[config.mk]
export PLATFORM = sky130hd
export DESIGN_NAME = aes_din_packer
export DESIGN_NICKNAME = d
export VERILOG_FILES = /design/src/rtl/aes_pkg.sv /design/src/rtl/aes_blk_fifo.sv /design/src/rtl/aes_din_packer.sv
export SDC_FILE = /design/constraint.sdc
export NUM_CORES = 1
export LEC_CHECK = 0
export ABC_AREA = 0
export BUFFER_PORTS_ARGS = -buffer_cell sky130_fd_sc_hd__buf_2
export CAP_MARGIN = 10
export CORE_MARGIN = 8
export CORE_UTILIZATION = 48
export DETAILED_ROUTE_END_ITERATION = 16
export PLACE_DENSITY_LB_ADDON = 0.1
export SETUP_SLACK_MARGIN = 0.02
export SYNTH_ARGS = -nofsm -noshare
export SYNTH_HDL_FRONTEND = slang
export SYNTH_SLANG_ARGS = --single-unit
[constraint.sdc]
create_clock -name clk -period 3.1 [get_ports clk]
set_input_delay 0.465 -clock clk [delete_from_list [all_inputs] [get_ports clk]]
set_output_delay 0.465 -clock clk [all_outputs]
set_load 0.05 [all_outputs]
[src/rtl/aes_pkg.sv]
// Shared definitions for the AES peripheral data-input path.
// Holds block/word widths, the packer FSM encoding and the word slice helper.
// No logic of its own; imported by the packer and its block FIFO.
package aes_pkg;

    localparam int AES_BW = 128;
    localparam int AES_DW = 16;

    // Issue sequencer: IDLE waits for a block and a ready core, ISSUE is the
    // single valid cycle, HOLD masks the core's one-cycle ready-drop latency.
    typedef enum logic [1:0] {
        ST_IDLE  = 2'd0,
        ST_ISSUE = 2'd1,
        ST_HOLD  = 2'd2
    } pk_state_e;

    // Lowest bit of word k inside a block (little-endian word order).
    function automatic int word_lsb(input logic [2:0] k);
        return int'(k) * AES_DW;
    endfunction

endpackage

[src/rtl/aes_blk_fifo.sv]
// Small FIFO of completed AES blocks, NBUF entries deep, with synchronous flush.
// Latency: a push is visible at the head the cycle after it is written.
// Backpressure: a push into a full FIFO is ignored; flush overrides push and pop.
module aes_blk_fifo
    import aes_pkg::*;
#(
    parameter int BW   = AES_BW,
    parameter int NBUF = 2
) (
    input  logic          clk,
    input  logic          reset_n,
    input  logic          flush,
    input  logic          push,
    input  logic [BW-1:0] push_data,
    input  logic          pop,
    output logic [BW-1:0] head,
    output logic [2:0]    count
);

    localparam int PW = (NBUF > 1) ? $clog2(NBUF) : 1;

    logic [BW-1:0] mem_q [NBUF];
    logic [PW-1:0] wr_ptr_q;
    logic [PW-1:0] rd_ptr_q;
    logic [2:0]    cnt_q;
    logic          do_push;
    logic          do_pop;

    // Pointers run modulo NBUF, which need not be a power of two.
    function automatic logic [PW-1:0] next_ptr(input logic [PW-1:0] p);
        return (p == PW'(NBUF - 1)) ? '0 : p + 1'b1;
    endfunction

    assign do_push = push && !flush && (cnt_q != 3'(NBUF));
    assign do_pop  = pop && !flush && (cnt_q != 3'd0);

    // Storage, pointers and occupancy; a simultaneous push and pop keeps the count.
    always_ff @(posedge clk or negedge reset_n) begin
        if (!reset_n) begin
            for (int i = 0; i < NBUF; i++) mem_q[i] <= '0;
            wr_ptr_q <= '0;
            rd_ptr_q <= '0;
            cnt_q    <= '0;
        end else if (flush) begin
            wr_ptr_q <= '0;
            rd_ptr_q <= '0;
            cnt_q    <= '0;
        end else begin
            if (do_push) begin
                mem_q[wr_ptr_q] <= push_data;
                wr_ptr_q        <= next_ptr(wr_ptr_q);
            end
            if (do_pop) rd_ptr_q <= next_ptr(rd_ptr_q);
            case ({do_push, do_pop})
                2'b10:   cnt_q <= cnt_q + 3'd1;
                2'b01:   cnt_q <= cnt_q - 3'd1;
                default: cnt_q <= cnt_q;
            endcase
        end
    end

    // Stale entries are masked so an empty FIFO presents zero.
    assign head  = (cnt_q == 3'd0) ? '0 : mem_q[rd_ptr_q];
    assign count = cnt_q;

endmodule

[src/rtl/aes_din_packer.sv]
// Packs CPU 16-bit words into 128-bit AES blocks and issues them to the core.
// Latency: a completed block issues 1 cycle after its last word; at most 1 block per 3 cycles.
// Backpressure: blocks wait in the FIFO while core_ready/enable are low; a completing write into a full FIFO is dropped and flagged.
module aes_din_packer
    import aes_pkg::*;
#(
    parameter int DW   = AES_DW,
    parameter int BW   = AES_BW,
    parameter int NBUF = 2
) (
    input  logic          clk,
    input  logic          reset_n,
    input  logic          enable,
    input  logic          clear,
    input  logic          wr_en,
    input  logic [DW-1:0] wr_data,
    input  logic          core_ready,
    output logic [BW-1:0] blk_data,
    output logic          blk_valid,
    output logic [2:0]    word_cnt,
    output logic [2:0]    blk_cnt,
    output logic          in_full,
    output logic          empty,
    output logic          overflow
);

    logic [BW-1:0] asm_q, asm_d;
    logic [2:0]    word_cnt_q, word_cnt_d;
    logic          ovf_q, ovf_d;
    pk_state_e     state_q, state_d;

    logic [BW-1:0] push_blk;
    logic [2:0]    fifo_cnt;
    logic          accept;
    logic          complete;
    logic          pop;

    // Only a completing write can be refused; the check uses registered state,
    // so a pop in the same cycle does not make room.
    assign in_full  = (fifo_cnt == 3'(NBUF)) && (word_cnt_q == 3'd7);
    assign accept   = wr_en && !clear && !in_full;
    assign complete = accept && (word_cnt_q == 3'd7);

    // Assembly register, word counter and sticky overflow; clear wins over writes.
    always_comb begin
        asm_d      = asm_q;
        word_cnt_d = word_cnt_q;
        ovf_d      = ovf_q;
        push_blk   = asm_q;
        push_blk[word_lsb(word_cnt_q) +: DW] = wr_data;
        if (clear) begin
            asm_d      = '0;
            word_cnt_d = '0;
            ovf_d      = 1'b0;
        end else begin
            if (wr_en && in_full) ovf_d = 1'b1;
            if (accept) begin
                asm_d      = complete ? '0 : push_blk;
                word_cnt_d = word_cnt_q + 3'd1;
            end
        end
    end

    // Issue sequencer; clear forces IDLE but lets a current valid cycle finish.
    always_comb begin
        state_d   = state_q;
        blk_valid = 1'b0;
        pop       = 1'b0;
        case (state_q)
            ST_IDLE:  if (enable && (fifo_cnt != 3'd0) && core_ready) state_d = ST_ISSUE;
            ST_ISSUE: begin
                blk_valid = 1'b1;
                pop       = 1'b1;
                state_d   = ST_HOLD;
            end
            ST_HOLD:  state_d = ST_IDLE;
            default:  state_d = ST_IDLE;
        endcase
        if (clear) state_d = ST_IDLE;
    end

    // State registers.
    always_ff @(posedge clk or negedge reset_n) begin
        if (!reset_n) begin
            asm_q      <= '0;
            word_cnt_q <= '0;
            ovf_q      <= 1'b0;
            state_q    <= ST_IDLE;
        end else begin
            asm_q      <= asm_d;
            word_cnt_q <= word_cnt_d;
            ovf_q      <= ovf_d;
            state_q    <= state_d;
        end
    end

    aes_blk_fifo #(
        .BW   (BW),
        .NBUF (NBUF)
    ) u_fifo (
        .clk       (clk),
        .reset_n   (reset_n),
        .flush     (clear),
        .push      (complete),
        .push_data (push_blk),
        .pop       (pop),
        .head      (blk_data),
        .count     (fifo_cnt)
    );

    assign word_cnt = word_cnt_q;
    assign blk_cnt  = fifo_cnt;
    assign empty    = (word_cnt_q == 3'd0) && (fifo_cnt == 3'd0);
    assign overflow = ovf_q;

endmodule

==> results.sh <==
export IMPL_cts_buffer_depth=3
export IMPL_drc_errors=0
export IMPL_hp_start="enable"
export IMPL_netlist_top_cells_count="dfrtp_1, nor2_1, mux2i_1"
export IMPL_dieArea_um2=43150
export IMPL_ys_seq_area_frac=0.5602
export IMPL_cts_buffers=43
export IMPL_hold_end="state_q[0]"
export IMPL_drt_initial_drc_count=934
export IMPL_async_reset_ff_frac=1.000
export IMPL_fin_crit_ns=2.815
export IMPL_avgViaCountPerCell=5.628
export IMPL_multi_input_area_um2=7134
export IMPL_hold_path_depth=3
export IMPL_clk_pin_slew_ns=0.06
export IMPL_ys_ff_latch=395
export IMPL_dp_hpwl_um=30210
export IMPL_die_h_um=207.7
export IMPL_worstHoldPathType="in -> reg"
export IMPL_routed_top_layer="met4"
export IMPL_grt_max_degree=143
export IMPL_syn2layout_area_growth_pct=15.69
export IMPL_wl_per_cell_um=20.74
export IMPL_clkLatencyLatePin_ns=0.53
export IMPL_gr_total_overflow=0
export IMPL_maxSlewViolCount=0
export IMPL_critPathMaxFanout=6
export IMPL_root_buffer="clkbuf_16"
export IMPL_power_leakage_uw=0.009352
export IMPL_cts_htree_levels=2
export IMPL_synth_edff_count=0
export IMPL_dieWidth_um=207.7
export IMPL_maxCapViolCount=0
export IMPL_antenna_cells=0
export IMPL_ir_drop_uv=390.0
export IMPL_antenna_found_initial=0
export IMPL_grt_usage=0.2203
export IMPL_dp_cells=2224
export IMPL_endpoint_kind="flip-flop"
export IMPL_skew_ns=0.01653
export IMPL_r2r_start="word_cnt[0]"
export IMPL_globalplace_congestion=0.8344
export IMPL_register_area_um2=9888
export IMPL_drt_pass1_iterations=5
export IMPL_yosysMostFrequentCell="dfrtp_1"
export IMPL_cp_start_kind="flip-flop"
export IMPL_ioPinCount=160
export IMPL_report_power_total_uw=11010
export IMPL_grt_pass1_wl_um=76770
export IMPL_rsz0062_at_grt="no"
export IMPL_ys_types=47
export IMPL_slew_headroom=0.4267
export IMPL_tns_ns=0
export IMPL_row_count=70
export IMPL_worstMarginPinSlew_ns=0.8598
export IMPL_met2RoutedLength_um=22210
export IMPL_fin_util=0.5602
export IMPL_core_area_um2=36430
export IMPL_synth_fp_nets=1731
export IMPL_fin_cells=2304
export IMPL_cp_required_ns=3.53
export IMPL_grt_pass1_vias=12960
export IMPL_fin_crit_sh=0.9080
export IMPL_synthTopCellsByArea="dfrtp_1, mux2i_1, nor2_1"
export IMPL_arrival_ns=3.25
export IMPL_synthFlopType="dfrtp_1"
export IMPL_drive_gt1_frac=0.1607
export IMPL_postSynthAreaPerCell_um2=10.35
export IMPL_fillers=3265
export IMPL_wl_um=47790
export IMPL_yosys_warnings=0
export IMPL_yosysTopAreaCell="dfrtp_1"
export IMPL_critPathKind="reg -> reg"
export IMPL_worstSetupStartpoint="word_cnt[0]"
export IMPL_io_buffers=159
export IMPL_synth_top_area_frac=0.5602
export IMPL_netlist_instances=1704
export IMPL_layout_nets=1829
export IMPL_post_cts_buffers=0
export IMPL_cts_tree="built"
export IMPL_ff2ff_setup_slack_ns=0.29
export IMPL_wl_met1_um=22530
export IMPL_clock_sinks=395
export IMPL_vias=12970
export IMPL_met3_length_um=2068
export IMPL_final_setup_viol_count=0
export IMPL_netlist_area_um2=17640
export IMPL_start_util=0.4842
export IMPL_r2r_end="u_fifo.count[2]"
export IMPL_status="complete, no violations"
export IMPL_powerDensity_nw_per_um2=539.5
export IMPL_reg2regPathDepth=10
export IMPL_fmax_mhz=355.3
export IMPL_antenna_left=0
export IMPL_hold_viol=0
[worst max-delay path: stages (launching register included)]
cell and delay [ns]:
dfrtp_1 0.44, ha_1 0.18, ha_1 0.25, and3b_2 0.29, and2_1 0.24, nor3_1 0.08
fa_1 0.41, nor3b_1 0.27, nand2_1 0.09, mux2_2 0.26, o31ai_1 0.20
[cells in the final DEF (no fill, tap or decap), types with 4 or more instances in the layout]
master       n
clkbuf_1    13
and2_1      11
a31oi_1     66
ha_1         4
dfrtp_1    394
buf_12      16
nor2_2       6
inv_1        6
nor3_2       4
o21ai_2      6
buf_4       26
nand2_1    167
clkinv_2     7
nor2b_1      4
a22o_1     127
o21ai_0     97
clkbuf_16   45
a21oi_1     98
nor2_1     297
mux2i_1    226
clkbuf_8    10
or3_1        4
buf_2      158
[worst max path at each step]
stage | to | depth (start not counted)
floorplan | asm_q[70] | 9
global placement | u_fifo.count[2] | 10
detailed placement | u_fifo.count[2] | 10
CTS | u_fifo.count[2] | 10
global route | u_fifo.count[2] | 10
finish | u_fifo.count[2] | 10
[metrics by stage]
step | hold WS, ns | setup WS [ns] | instance area (um2)
3_3_place_gp | 0.4608 | 0.4111 | 18950
2_1_floorplan | 0.1694 | 0.3091 | 17640
6_report | 0.1649 | 0.2852 | 20410
5_1_grt | 0.1683 | 0.05071 | 20410
3_5_place_dp | 0.4696 | 0.3074 | 18950
4_1_cts | 0.1511 | 0.2825 | 20410
[kinds of logic after synthesis]
group | Yosys count | synth area share
AO/OA/AOI/OAI | 400 | 0.1480
XOR/XNOR | 3 | 0.001490
adder cells (fa/ha/maj) | 5 | 0.003972
buffers and inverters | 156 | 0.03737
flip-flops | 395 | 0.5602
multiplexers | 228 | 0.1295
AND/OR/NAND/NOR | 517 | 0.1194
[per-layer routing]
metal | vias up | global-route usage
li1 | 6112 | -
met1 | 6499 | 0.3128
met2 | 295 | 0.3549
met3 | 62 | 0.03140
met4 | 0 | 0.05115
met5 | - | 0
[timing repair]
item / 4_1_cts / 5_1_grt
gates resized for setup: 0 / 1
setup endpoints to repair: 0 / 1
hold buffers: 1 / 0
hold endpoints to repair: 11 / 0
[state kept, by name, indices dropped and copies added (netlist names)]
register	flops
u_fifo.rd_ptr_q	1
u_fifo.wr_ptr_q	1
word_cnt	3
u_fifo.count	3
asm_q	128
u_fifo.mem_q	256
state_q	2
overflow	1
[final cells by class]
class                   count  share of cell area
inverters                   7            0.001287
well taps                 468             0.02869
repair buffers            202             0.06522
clock inverters            11            0.006498
clock buffers              68             0.06430
multi-input cells        1153              0.3495
flip-flops and latches    395              0.4845
[report_power, final]
part	leakage, uW	internal, uW	switching (uW)
clock	0.000712	3150	2040
combinational	0.00313	160	437
sequential	0.00551	5200	25.9
No activity file was read; power rests on OpenSTA's default activity.
